File: src/rtl/boreal_adc_pkg.sv
// Shared constants, FSM state encoding and channel unpack helper for the EEG ADC frame capture.
// Pure declarations; no latency or backpressure of its own.
package boreal_adc_pkg;

    localparam int NUM_CH      = 8;
    localparam int CH_BITS     = 24;
    localparam int STATUS_BITS = 24;
    localparam int FRAME_BITS  = STATUS_BITS + NUM_CH * CH_BITS;
    localparam logic [3:0] STATUS_SYNC = 4'b1100;

    typedef enum logic [1:0] {
        IDLE,
        SETUP,
        SHIFT,
        PUBLISH
    } state_t;

    // Serial order is ch0 first, so ch0 sits in the most significant slice of the shift register.
    function automatic logic [NUM_CH*CH_BITS-1:0] unpack_channels(
        input logic [NUM_CH*CH_BITS-1:0] bits
    );
        logic [NUM_CH*CH_BITS-1:0] arr;
        arr = '0;
        for (int i = 0; i < NUM_CH; i++) begin
            arr[i*CH_BITS +: CH_BITS] = bits[(NUM_CH-1-i)*CH_BITS +: CH_BITS];
        end
        return arr;
    endfunction

endpackage

File: src/rtl/boreal_adc_frame_capture_sync.sv
// Two-flop synchroniser with a run-time reset value, for asynchronous ADC inputs.
// Latency: 2 clk cycles; no backpressure (free-running sampler).
module boreal_sync2 #(
    parameter int WIDTH = 1
) (
    input  logic             clk,
    input  logic             rst_n,
    input  logic [WIDTH-1:0] rst_val,
    input  logic [WIDTH-1:0] d,
    output logic [WIDTH-1:0] q
);

    logic [WIDTH-1:0] meta_q;
    logic [WIDTH-1:0] meta_d;
    logic [WIDTH-1:0] sync_q;
    logic [WIDTH-1:0] sync_d;

    always_comb begin
        meta_d = d;
        sync_d = meta_q;
    end

    always_ff @(posedge clk or negedge rst_n) begin
        if (!rst_n) begin
            meta_q <= rst_val;
            sync_q <= rst_val;
        end else begin
            meta_q <= meta_d;
            sync_q <= sync_d;
        end
    end

    assign q = sync_q;

endmodule

File: src/rtl/boreal_adc_frame_capture.sv
// Reads one 216-bit status+8ch frame per DRDY fall and publishes it as a 192-bit array (BOREAL_ADC_STATUS_CHECK_EN adds status-word check).
// Latency: data_valid 1733 clk after DRDY low sampled (defaults); no backpressure: busy DRDY falls are dropped and counted.
module boreal_adc_frame_capture
    import boreal_adc_pkg::*;
#(
    parameter int SCLK_DIV = 4,
    parameter int CS_SETUP = 2
) (
    input  logic                      clk,
    input  logic                      rst_n,
    input  logic                      enable,
    input  logic                      adc_drdy_n,
    input  logic                      adc_miso,
    output logic                      adc_sclk,
    output logic                      adc_cs_n,
    output logic [NUM_CH*CH_BITS-1:0] raw_eeg_array,
    output logic                      data_valid,
    output logic                      frame_err,
    output logic [7:0]                overrun_cnt
);

    localparam logic [7:0] DIV_LAST   = 8'(SCLK_DIV - 1);
    localparam logic [7:0] SETUP_LAST = 8'(CS_SETUP - 1);
    localparam logic [7:0] LAST_BIT   = 8'(FRAME_BITS - 1);

    logic drdy_s;
    logic miso_s;
    logic drdy_fall;
    logic status_ok;

    state_t                    state_q, state_d;
    logic [7:0]                cnt_q, cnt_d;
    logic [7:0]                bit_q, bit_d;
    logic                      sclk_q, sclk_d;
    logic [FRAME_BITS-1:0]     shreg_q, shreg_d;
    logic [NUM_CH*CH_BITS-1:0] raw_q, raw_d;
    logic                      dv_q, dv_d;
    logic                      err_q, err_d;
    logic [7:0]                ovr_q, ovr_d;
    logic                      drdy_prev_q, drdy_prev_d;

    boreal_sync2 #(.WIDTH(1)) u_sync_drdy (
        .clk     (clk),
        .rst_n   (rst_n),
        .rst_val (1'b1),
        .d       (adc_drdy_n),
        .q       (drdy_s)
    );

    boreal_sync2 #(.WIDTH(1)) u_sync_miso (
        .clk     (clk),
        .rst_n   (rst_n),
        .rst_val (1'b0),
        .d       (adc_miso),
        .q       (miso_s)
    );

    assign drdy_fall = drdy_prev_q & ~drdy_s;

`ifdef BOREAL_ADC_STATUS_CHECK_EN
    assign status_ok = (shreg_q[FRAME_BITS-1 -: 4] == STATUS_SYNC);
`else
    // Status word is shifted through but never inspected in this build.
    logic status_unused;
    assign status_unused = shreg_q[FRAME_BITS-1];
    assign status_ok     = 1'b1;
`endif

    always_comb begin
        state_d     = state_q;
        cnt_d       = cnt_q;
        bit_d       = bit_q;
        sclk_d      = sclk_q;
        shreg_d     = shreg_q;
        raw_d       = raw_q;
        dv_d        = 1'b0;
        err_d       = 1'b0;
        ovr_d       = ovr_q;
        drdy_prev_d = drdy_s;

        if (drdy_fall && (state_q != IDLE) && (ovr_q != 8'hFF)) begin
            ovr_d = ovr_q + 8'd1;
        end

        case (state_q)
            IDLE: begin
                if (drdy_fall && enable) begin
                    state_d = SETUP;
                    cnt_d   = SETUP_LAST;
                end
            end
            SETUP: begin
                if (!enable) begin
                    state_d = IDLE;
                end else if (cnt_q == 8'd0) begin
                    state_d = SHIFT;
                    cnt_d   = 8'd0;
                    bit_d   = 8'd0;
                    sclk_d  = 1'b1;
                end else begin
                    cnt_d = cnt_q - 8'd1;
                end
            end
            SHIFT: begin
                if (!enable) begin
                    state_d = IDLE;
                    sclk_d  = 1'b0;
                end else if (cnt_q == DIV_LAST) begin
                    cnt_d = 8'd0;
                    if (sclk_q) begin
                        // Sample at the end of the high phase, well clear of the ADC's launch edge.
                        shreg_d = {shreg_q[FRAME_BITS-2:0], miso_s};
                        sclk_d  = 1'b0;
                    end else if (bit_q == LAST_BIT) begin
                        state_d = PUBLISH;
                        if (status_ok) begin
                            raw_d = unpack_channels(shreg_q[NUM_CH*CH_BITS-1:0]);
                            dv_d  = 1'b1;
                        end else begin
                            err_d = 1'b1;
                        end
                    end else begin
                        sclk_d = 1'b1;
                        bit_d  = bit_q + 8'd1;
                    end
                end else begin
                    cnt_d = cnt_q + 8'd1;
                end
            end
            PUBLISH: begin
                state_d = IDLE;
            end
            default: begin
                state_d = IDLE;
                sclk_d  = 1'b0;
            end
        endcase
    end

    always_ff @(posedge clk or negedge rst_n) begin
        if (!rst_n) begin
            state_q     <= IDLE;
            cnt_q       <= 8'd0;
            bit_q       <= 8'd0;
            sclk_q      <= 1'b0;
            shreg_q     <= '0;
            raw_q       <= '0;
            dv_q        <= 1'b0;
            err_q       <= 1'b0;
            ovr_q       <= 8'd0;
            drdy_prev_q <= 1'b1;
        end else begin
            state_q     <= state_d;
            cnt_q       <= cnt_d;
            bit_q       <= bit_d;
            sclk_q      <= sclk_d;
            shreg_q     <= shreg_d;
            raw_q       <= raw_d;
            dv_q        <= dv_d;
            err_q       <= err_d;
            ovr_q       <= ovr_d;
            drdy_prev_q <= drdy_prev_d;
        end
    end

    assign adc_cs_n      = !((state_q == SETUP) || (state_q == SHIFT));
    assign adc_sclk      = sclk_q;
    assign raw_eeg_array = raw_q;
    assign data_valid    = dv_q;
    assign frame_err     = err_q;
    assign overrun_cnt   = ovr_q;

endmodule

File: config.mk
export PLATFORM = sky130hd
export DESIGN_NAME = boreal_adc_frame_capture
export DESIGN_NICKNAME = d
export VERILOG_FILES = /design/src/rtl/boreal_adc_pkg.sv /design/src/rtl/boreal_adc_frame_capture_sync.sv /design/src/rtl/boreal_adc_frame_capture.sv
export SDC_FILE = /design/constraint.sdc
export NUM_CORES = 1
export LEC_CHECK = 0
export ABC_AREA = 1
export BUFFER_PORTS_ARGS = -buffer_cell sky130_fd_sc_hd__clkbuf_2
export CORE_MARGIN = 1
export CORE_UTILIZATION = 40
export CTS_CLUSTER_SIZE = 14
export DETAILED_ROUTE_END_ITERATION = 8
export MAX_ROUTING_LAYER = met4
export PLACE_DENSITY_LB_ADDON = 0.1
export SETUP_SLACK_MARGIN = 0.4
export SYNTH_ARGS = -nofsm -noshare
export SYNTH_HDL_FRONTEND = slang
export SYNTH_SLANG_ARGS = --single-unit
export TNS_END_PERCENT = 30
File: constraint.sdc
create_clock -name clk -period 3.01 [get_ports clk]
set_clock_uncertainty 0.1 [all_clocks]
set_input_delay 0 -clock clk [delete_from_list [all_inputs] [get_ports clk]]
set_output_delay 0 -clock clk [all_outputs]
set_load 0.02 [all_outputs]
==> metrics.txt <==
CTS Buf Count=46; crit-path most repeated cell=inv_1; CTS tree=built; initial antenna violation count=0; largest net degree at the start of global routing=193; die extent in y=207 µm; Mapped Area=16,800 µm²; wire per inst=14.9 µm; width of the chip=207 µm; FF+latch area=10,400 µm²; first-pass GRT wire length=63.4 mm; area delta synth->final=19.2%; pwr/cell area=816 nW/µm²; critical path depth=8; Worst-Margin Slew=0.991 ns; post-DP HPWL=23.1 mm; CP max-delay cell=dfrtp_1; Die Area=42,800 µm²; Critical Path, Cell by Cell=inv_1, ha_2, nand2_1, inv_1, nand3_4, buf_12, nor2_1, a21oi_1; r2r startpoint=state_q[0]; commonest non-fill, non-tap cell in the layout=nand2_1; count of pins over their slew limit=0; Yosys top cell area share=61.7%; reg2reg setup slack=0.66 ns; diode count=0; CP top delay family=buffers and inverters; CP startpoint kind=flop; vias in the first global route=12,300; RSZ-0062 raised after global routing=false; R2R Path End=shreg_q[49]; num rows=74; Final Critical Period=2.35 ns; core footprint=41,100 µm²; clock tree buffer depth=3; synthesis warning total=0; most frequent cells in the layout=nand2_1, dfrtp_1, o21ai_0, clkbuf_2, inv_1; Post-CTS Setup Bufs=0; Leak=11.4 nW; # IOs=209; filler instances=4,038; starting density of the core=40.8%; Hold Slack=0.256 ns; final setup fails=0; top cells by area, synth=dfrtp_1, nand2_1, o21ai_0; failing checks=design-rule violations; Post-synth EDFFs=0; Sum Neg Setup Slack=0 ns; Clock transition at path regs=0.06 ns; worst setup path class=reg2reg; # DRC=10; Worst VDD drop=0.000410 V; Worst slew margin=33.9%; htree depth=2; final hold vios=0; max_cap viols=0; worst reg-to-reg path cell count=8; Yosys top cell by area=dfrtp_1; post-DR vias/cell=4.82; share of layout cells above drive strength 1=15.6%; Syn Inst Count=1,853; Synth cell types=34; crit end category=flop; Main synth FF type=dfrtp_1; ys async rst share=100%; area of the multi-input gates=5270 µm²; critical path peak fanout=139; first-pass detailed-route iteration total=9; Hold Crit Class=reg2reg; Mapped Avg Cell Area=9.06 µm²; grt total ovfl=0; CTS Sinks=417; DRT iter0 DRCs=767; Vias=12,500; WP data required=3.34 ns; gr usage total=19.0%; Slowest Stage Delay on Critical Path=0.41 ns; Max Freq=426 MHz; RePlAce Congestion=0.790; Seq/Total Area, Yosys=62.2%; fin nets=2,034; syn_nets=1,867; Worst setup startpoint=state_q[0]; status=finished, violations left; DRT antenna net count=0; I/O Buffers=207; flops & latches, synth=417; Critical Path End=shreg_q[49]; CP bufs+invs=3; drt total wl=38.5 mm; Final period util=78.0%; Root Driver=clkbuf_16; Clk Latency, worst-skew pair=0.56 ns; arrival time at the worst endpoint=2.68 ns
-- where the power goes --
part | internal, mW | switching [mW]
registers | 6.75 | 0.880
logic | 0.835 | 1.54
clock network | 4.01 | 2.30
-- routing by layer --
| metal | vias to the layer above | GRT usage [%] | part of all wire, % |
|---|---|---|---|
| met5 | - | - | 0 |
| met4 | 0 | 5.87 | 1.8 |
| met3 | 49 | 3.11 | 4.4 |
| met2 | 217 | 29.3 | 46 |
| met1 | 6029 | 25.7 | 48 |
| li1 | 6189 | - | - |
-- cells by family (layout without fill, tap and decap cells) --
kind of cell,Yosys count,count (layout),share of synthesized area (%)
xor+xnor,13,13,0.678
simple gates,768,768,17.9
flops,417,417,62.2
buf+inv,243,446,6.49
compound gates,402,402,12.0
other cells,1,1,0.0223
fa+ha+maj,9,9,0.671
-- state kept, by name (all words and copies together) (netlist names) --
register            flops
adc_sclk                1
bit_q                   8
cnt_q                   8
data_valid              1
drdy_prev_q             1
overrun_cnt             8
raw_eeg_array         192
shreg_q               192
state_q                 2
u_sync_drdy.meta_q      1
u_sync_drdy.q           1
u_sync_miso.meta_q      1
u_sync_miso.q           1
-- final cells by class --
type,count,area share [%]
flip-flops and latches,417,52.2
multi-input cells,1193,26.4
repair buffers,232,7.10
clock buffers,66,6.84
well taps,532,3.33
inverters,130,2.45
clock inverters,18,1.74
-- timing repair --
action                                  in CTS  in global routing
hold buffers                                 8                  0
endpoints found under the setup margin       0                163
resized for setup                            0                  1
hold endpoints to repair                   430                  0
-- through the flow --
step	cell area, µm²	setup slack [ns]	std cells	total power, mW	utilization, %
after detailed placement	18200	0.576	2496	10.1	44.2
after global routing	20000	0.409	2588	17.3	48.7
after global placement	18200	0.574	2496	10.0	44.2
after CTS	20000	0.538	2588	16.5	48.7
final	20000	0.663	2588	16.3	48.7
after floorplan	16800	1.15	1853	9.28	-
-- synth_stat cells (3+ instances only) --
cell      number
nand2_1      606
dfrtp_1      414
o21ai_0      281
inv_1        126
nor2_1       122
a21oi_1       99
clkbuf_1      50
buf_2         40
nand3_1       21
o21ai_1       19
buf_4         14
ha_1           9
xor2_1         8
buf_6          6
nand4_1        6
xnor2_1        5
dfstp_2        3
inv_2          3
-- worst min-delay path by stage --
| stage | startpoint | to | depth (start not counted) |
|---|---|---|---|
| 4_1_cts | u_sync_miso.meta_q | u_sync_miso.q | 0 |
| 6_report | u_sync_miso.meta_q | u_sync_miso.q | 0 |
| 2_1_floorplan | rst_n | adc_sclk | 0 |
| 3_5_place_dp | rst_n | raw_eeg_array[154] | 1 |
| 3_3_place_gp | rst_n | raw_eeg_array[154] | 1 |
| 5_1_grt | u_sync_drdy.meta_q | u_sync_drdy.q | 0 |
(Power assumes the default switching activity.)
